<file path="src/rtl/typewriter_cam_drive.sv">
// typewriter_cam_drive
//   Cam-shaft rotation for the typewriter mechanical model. A clutch trip
//   runs one 360-degree revolution in clocked degree steps. The shaft then
//   parks at home (0 degrees). If the clutch is still energised at the wrap,
//   the next revolution follows with no gap. The six CRCB cam contacts are
//   decoded combinationally from the shaft angle.
//
// Parameters
//   TICKS_PER_DEG : clock cycles per degree of rotation (>= 1)
//
// Ports
//   clk           in   system clock, rising edge
//   reset         in   asynchronous, active-high; forces idle at home
//   clutch_mag    in   clutch magnet energised (level)
//   angle         out  [8:0] shaft angle 0..359, registered
//   running       out  shaft rotating, registered
//   cycle_done    out  one-cycle pulse after the 359->0 wrap
//   rev_count     out  [7:0] completed revolutions since reset (wraps)
//   crcb_1no_sw .. crcb_6no_sw  out  cam contacts decoded from angle
module typewriter_cam_drive #(
    parameter int TICKS_PER_DEG = 10
) (
    input  logic       clk,
    input  logic       reset,
    input  logic       clutch_mag,
    output logic [8:0] angle,
    output logic       running,
    output logic       cycle_done,
    output logic [7:0] rev_count,
    output logic       crcb_1no_sw,
    output logic       crcb_2no_sw,
    output logic       crcb_3no_sw,
    output logic       crcb_4no_sw,
    output logic       crcb_5no_sw,
    output logic       crcb_6no_sw
);

    // Prescaler is at least one bit wide so TICKS_PER_DEG = 1 still elaborates;
    // in that case it sits at 0, which always equals PRE_LAST.
    localparam int PW = (TICKS_PER_DEG > 1) ? $clog2(TICKS_PER_DEG) : 1;
    localparam logic [PW-1:0] PRE_LAST = PW'(TICKS_PER_DEG - 1);
    localparam logic [8:0]    LAST_DEG = 9'd359;

    typedef enum logic {
        IDLE = 1'b0,
        RUN  = 1'b1
    } state_t;

    state_t          state;
    logic [PW-1:0]   prescaler;

    // Half-open degree window [lo, hi).
    function automatic logic in_window(input logic [8:0] a,
                                       input logic [8:0] lo,
                                       input logic [8:0] hi);
        return (a >= lo) && (a < hi);
    endfunction

    always_ff @(posedge clk or posedge reset) begin
        if (reset) begin
            state      <= IDLE;
            angle      <= '0;
            prescaler  <= '0;
            running    <= 1'b0;
            cycle_done <= 1'b0;
            rev_count  <= '0;
        end else begin
            cycle_done <= 1'b0;
            if (state == IDLE) begin
                angle <= '0;
                // Trip: angle stays at 0 on this edge; the first degree
                // step comes TICKS_PER_DEG edges later.
                if (clutch_mag) begin
                    state     <= RUN;
                    running   <= 1'b1;
                    prescaler <= '0;
                end
            end else begin
                if (prescaler == PRE_LAST) begin
                    prescaler <= '0;
                    if (angle == LAST_DEG) begin
                        angle      <= '0;
                        cycle_done <= 1'b1;
                        rev_count  <= rev_count + 8'd1;
                        // The clutch is only looked at here; a trip during
                        // the revolution is neither latched nor acted on.
                        if (!clutch_mag) begin
                            state   <= IDLE;
                            running <= 1'b0;
                        end
                    end else begin
                        angle <= angle + 9'd1;
                    end
                end else begin
                    prescaler <= prescaler + PW'(1);
                end
            end
        end
    end

    // Cam windows; one-degree overlaps at 50, 99 and 220, gap at 309.
    always_comb begin
        crcb_1no_sw = in_window(angle, 9'd0,   9'd51);
        crcb_2no_sw = in_window(angle, 9'd50,  9'd100);
        crcb_3no_sw = in_window(angle, 9'd99,  9'd309);
        crcb_4no_sw = in_window(angle, 9'd171, 9'd221);
        crcb_5no_sw = in_window(angle, 9'd220, 9'd300);
        crcb_6no_sw = in_window(angle, 9'd310, 9'd360);
    end

endmodule

</file>
<file path="config.mk">
export PLATFORM = sky130hd
export DESIGN_NAME = typewriter_cam_drive
export DESIGN_NICKNAME = d
export VERILOG_FILES = /design/src/rtl/typewriter_cam_drive.sv
export SDC_FILE = /design/constraint.sdc
export NUM_CORES = 1
export LEC_CHECK = 0
export CAP_MARGIN = 20
export CORE_MARGIN = 2
export CORE_UTILIZATION = 45
export CTS_BUF_LIST = sky130_fd_sc_hd__clkbuf_16
export DETAILED_ROUTE_END_ITERATION = 6
export MAX_ROUTING_LAYER = met4
export PLACE_DENSITY = 0.78
export SLEW_MARGIN = 20
export SYNTH_ARGS = -nofsm -noshare
export SYNTH_HDL_FRONTEND = slang
export SYNTH_SLANG_ARGS = --single-unit
</file>
<file path="constraint.sdc">
create_clock -name clk -period 2.6 [get_ports clk]
set_clock_uncertainty 0.15 [all_clocks]
set_input_delay 0.78 -clock clk [delete_from_list [all_inputs] [get_ports clk]]
set_output_delay 0.78 -clock clk [all_outputs]
set_load 0.05 [all_outputs]
</file>
-- Yosys cells after proc, flatten, opt, wreduce, memory -nomap -nowiden
Index checks and enable logic that the tools add are counted.
- register bits: 24
- input bits: 3
- output and inout port bits: 25
- $add $sub $neg: 3
- order comparisons: 12
- eq/ne operators: 5
- muxes and demuxes: 18
- reduce and logical (&&, ||, !) cells: 9
- operators with widths (cell ; count):
    $lt 9x9->1 const B ; 3
    $mux 9 ; 3
    $ge 9x8->1 const B ; 2
    $mux 1 ; 12
    $mux 4 ; 3
    $add 9x1->9 const B ; 1
    $eq 9x9->1 const B ; 1
    $ge 9x1->1 const B ; 1
    $ge 9x6->1 const B ; 1
    $ge 9x7->1 const B ; 1
    $ge 9x9->1 const B ; 1
    $lt 9x6->1 const B ; 1
    $lt 9x7->1 const B ; 1
    $lt 9x8->1 const B ; 1
    $add 8x1->8 const B ; 1
    $logic_and 1x1->1 ; 6
    $add 4x1->4 const B ; 1
    $eq 4x4->1 const B ; 1
    $ne 2x1->1 const B ; 2
    $reduce_and 4->1 ; 1
    $reduce_and 3->1 ; 1
    $ne 2x2->1 const B ; 1
    $reduce_bool 2->1 ; 1

-- Logic depth before layout (Yosys ltp)
- depth in word-level cells: 4
- mapped depth: 6
- depth with buffers taken out: 6

-- Worst setup path after synthesis
No wires, ideal clock.
- path kind: register -> output
- start: register angle[2]
- end: output port crcb_2no_sw
- arrival: 2700 ps
- data required time: 1670 ps
- path slack: -1030 ps
- stages on the path, launching flop included: 5
- buffers on the path: 1
- path through: dfrtp_1 clkbuf_1 or4_1 a31oi_1 nor4_1
- longest elaborated chain between the ends: 2
- elaborated cells between the ends (all ways): 3
- ends and longest elaborated chain (item ; line ; RTL):
    start, declared ; 26 ; output logic [8:0] angle,
    start signal, assigned ; 92 ; angle <= angle + 9'd1;
    $ge 9x6->1 or $lt 9x7->1 (tied branches) ; 56 ; return (a >= lo) && (a < hi);
    $logic_and 1x1->1 (*) ; 56 ;
    end, declared ; 31 ; output logic crcb_2no_sw,
Every way passes the cells marked *; elsewhere a longest branch is shown, timed or not.

-- Worst setup path after layout
- start: register angle[3]
- end: output port crcb_2no_sw
The elaborated chain is that of the path after synthesis.

==> flow_summary_export.csv <==
group,metric,value,unit
drt,via_per_inst,5.465,
clock_network,numCtsBuffers,3,
global_route,met2_usage,39.13,%
setup_path,worstPathRequired,1.67,ns
floorplanning,die_area,0.003627,sq mm
min_path,hold_path.class,"reg2reg",
setup_path,worst_ep_arrival_time,1.69,ns
drt,routedWlPerCell,14.79,um
synth,syn-mean-instance-area,9.484,sq um
setup_path,r2r-start,"prescaler[1]",
setup_path,crit_end,"crcb_2no_sw",
timing,slew_viol_final,0,
finish,fin_nets,193,
power,clock_power_share,45.6,%
synth,syn_nets,158,
power,irDropWorstVdd,0.3380,mV
setup_path,startpoint,"angle[3]",
placed_design,port_buffers,27,
timing,setup_viol,2,
power,p_int,582.5,uW
setup_path,reg2reg_slack,0.50,ns
timing,fin_tns_setup,-0.02630,ns
finish,final_cells,228,
setup_path,crit_fanout,12,
power,p_leak,0.8138,nW
finish,final_core_util,67.73,%
drt,drt_first_pass_iters,4,
power,switchingPower,128.2,uW
clock_network,clk_latency,0.25,ns
finish,drive_gt1_share,30.98,%
setup_path,r2r_cells,6,
floorplanning,start_util,46.98,%
timing,layout_setup_ws,-0.02306,ns
floorplanning,ioPinCount,28,
global_route,busiest_layer,"met2",
synth,synth_edf_count,0,
status,failed_checks,"setup timing",
timing,hold_viol,0,
timing,worst_pin_slew,0.5427,ns
clock_network,holdBufCountCts,0,
synth,synth_area,0.001423,sq mm
placed_design,dpl.cell_count,222,
drt,vias,1246,
finish,fin_area,0.002051,sq mm
setup_path,r2r_end,"angle[8]",
clock_network,cts_tree,"yes",
clock_network,cts.sinks,24,
synth,synth-seq-cells,24,
drt,first_iter_violations,69,
placed_design,dpl_worst_slack,0.1172,ns
finish,syn_to_final_growth,44.15,%
setup_path,worstSetupPathType,"reg2out",
placed_design,place_area,0.001903,sq mm
drt,drt.antenna.violating_nets,0,
timing,fin_crit_sh,100.9,%
timing,relSlewSlack,63.71,%
clock_network,path_clk_slew,0.06,ns
placed_design,hpwlAfterDp,2402,um
power,powerDensity,346.6,mW/mm^2
global_route,met3_usage,2.814,%
timing,rsz0062_at_grt,"true",
setup_path,worstSetupEndpointType,"output port",
power,sw_frac_of_total,18.03,%
timing,fin_crit,2.623,ns
floorplanning,coreArea,0.003028,sq mm
synth,yosys_warnings,0,
timing,clock.fmax,0.3812,GHz
global_route,use_met1,25.75,%
synth,postSynth.asyncResetShare,100.0,%
global_route,grt_util_all_layers,21.62,%
global_route,overflow,0,
synth,seq_area_frac_synth,42.22,%
placed_design,finalWeightedCongestion,0.8171,
synth,synth_cells,150,
power,sequentialPowerShare,52.5,%
flow_run,maxCapViolations,0,
power,p_comb_share,1.8,%
global_route,antenna_found_initial,0,
floorplanning,die_x,60.23,um
global_route,grt_pass1_vias,1254,
clock_network,cts_max_path_buffers,2,
finish,antenna_cells,0,
synth,synth_ff_type,"dfrtp_1",
floorplanning,dieHeight,60.23,um
clock_network,htreeDepth,1,
global_route,grt_pass1_wl,5789,um
drt,postRouteWirelength,3372,um
synth,ys_types,42,
floorplanning,std_cell_rows,20,
global_route,grt_max_degree,25,
drt,route.detailed.drc,0,
status,status,"finished with violations",
setup_path,cp-start-kind,"register",
finish,fill_cells,244,
power,fin_total_pwr,710.7,uW
clock_network,root_buffer,"clkbuf_16",
timing,worst_hold_slack,0.3205,ns
[power groups by stage]
stage / Combinational (mW) / Clock [mW] / Sequential, mW
6_report: 0.0130 / 0.324 / 0.373
5_1_grt: 0.0150 / 0.346 / 0.373
3_3_place_gp: 0.0133 / 0 / 0.380
4_1_cts: 0.0137 / 0.331 / 0.373
2_1_floorplan: 0.00659 / 0 / 0.380
3_5_place_dp: 0.0137 / 0 / 0.380
[cell usage after synthesis (2+ instances only)]
library cell	count	area, sq um
nand4b_1	2	17.52
o211ai_1	2	15.01
o21ai_0	6	30.03
a21oi_1	8	40.04
nand2_1	15	56.30
buf_6	2	22.52
dfrtp_1	24	600.6
ha_1	5	62.56
a311oi_1	2	17.52
a31oi_1	3	18.77
clkbuf_1	6	22.52
xor2_1	3	26.28
nand3_1	6	30.03
nor2_1	11	41.29
nand4_1	3	18.77
o31ai_1	4	30.03
mux2_2	2	22.52
xnor2_1	11	96.34
inv_1	7	26.28
nor4_1	3	18.77
and3_1	2	12.51
nand2b_1	3	18.77
[critical path, stage by stage, from the launching register on]
cell     delay, ns
dfrtp_2       0.49
or4_4         0.55
a31oi_4       0.17
nor4_4        0.07
buf_6         0.16
[sequential cells by signal (all words and copies together), names as in the netlist]
register    count
angle           9
prescaler       4
rev_count       8
running         1
state           1
cycle_done      1
[logic make-up (layout without fill, tap and decap cells)]
group           after synthesis  in the layout  synth area share, %
fa+ha+maj                     5              5                4.398
xor+xnor                     14             14                8.619
mux                           2              2                1.583
flops                        24             24                42.22
buf+inv                      17             51                5.628
compound gates               34             34                16.54
simple gates                 54             54                21.02
[metal layers]
layer / wire (um) / share of wire, %
met2: 1855 / 55
met5: 0 / 0
met4: 30 / 0.89
met1: 1348 / 40
met3: 138 / 4.1
[layout make-up]
class	count	area (sq um)	area share (%)
Multi-Input combinational cell	109	880.8	42.95
Sequential cell	24	610.6	29.77
Timing Repair Buffer	39	395.4	19.28
Clock buffer	3	75.07	3.661
Tap cell	44	55.05	2.685
Inverter	8	30.03	1.464
Clock inverter	1	3.754	0.1830
[layout by cell type, fill, tap and decap left out, types with 4 or more instances in the layout]
| cell | count |
|---|---|
| a21oi_1 | 8 |
| nor2_1 | 10 |
| buf_6 | 4 |
| nand2_1 | 14 |
| dfrtp_1 | 16 |
| buf_4 | 16 |
| xnor2_1 | 11 |
| o21ai_0 | 4 |
| nand3_1 | 5 |
| buf_12 | 4 |
| inv_1 | 6 |
| clkdlybuf4s50_1 | 15 |
| dfrtp_2 | 8 |
[worst min-delay path by stage]
stage | startpoint | endpoint | slack (ns) | cells past startpoint
2_1_floorplan | prescaler[0] | prescaler[0] | 0.36 | 1
3_3_place_gp | rev_count[7] | rev_count[7] | 0.31 | 1
3_5_place_dp | rev_count[7] | rev_count[7] | 0.31 | 1
4_1_cts | rev_count[7] | rev_count[7] | 0.32 | 1
5_1_grt | rev_count[7] | rev_count[7] | 0.36 | 1
6_report | rev_count[7] | rev_count[7] | 0.32 | 1
[repair_timing]
| action | in CTS | in global routing |
|---|---|---|
| setup buffers | 2 | 0 |
| resized for setup | 13 | 2 |
| endpoints found under the setup margin | 4 | 4 |
| cloned | 0 | 0 |
| pin swaps | 3 | 2 |
Power figures use the tool's default switching activity.
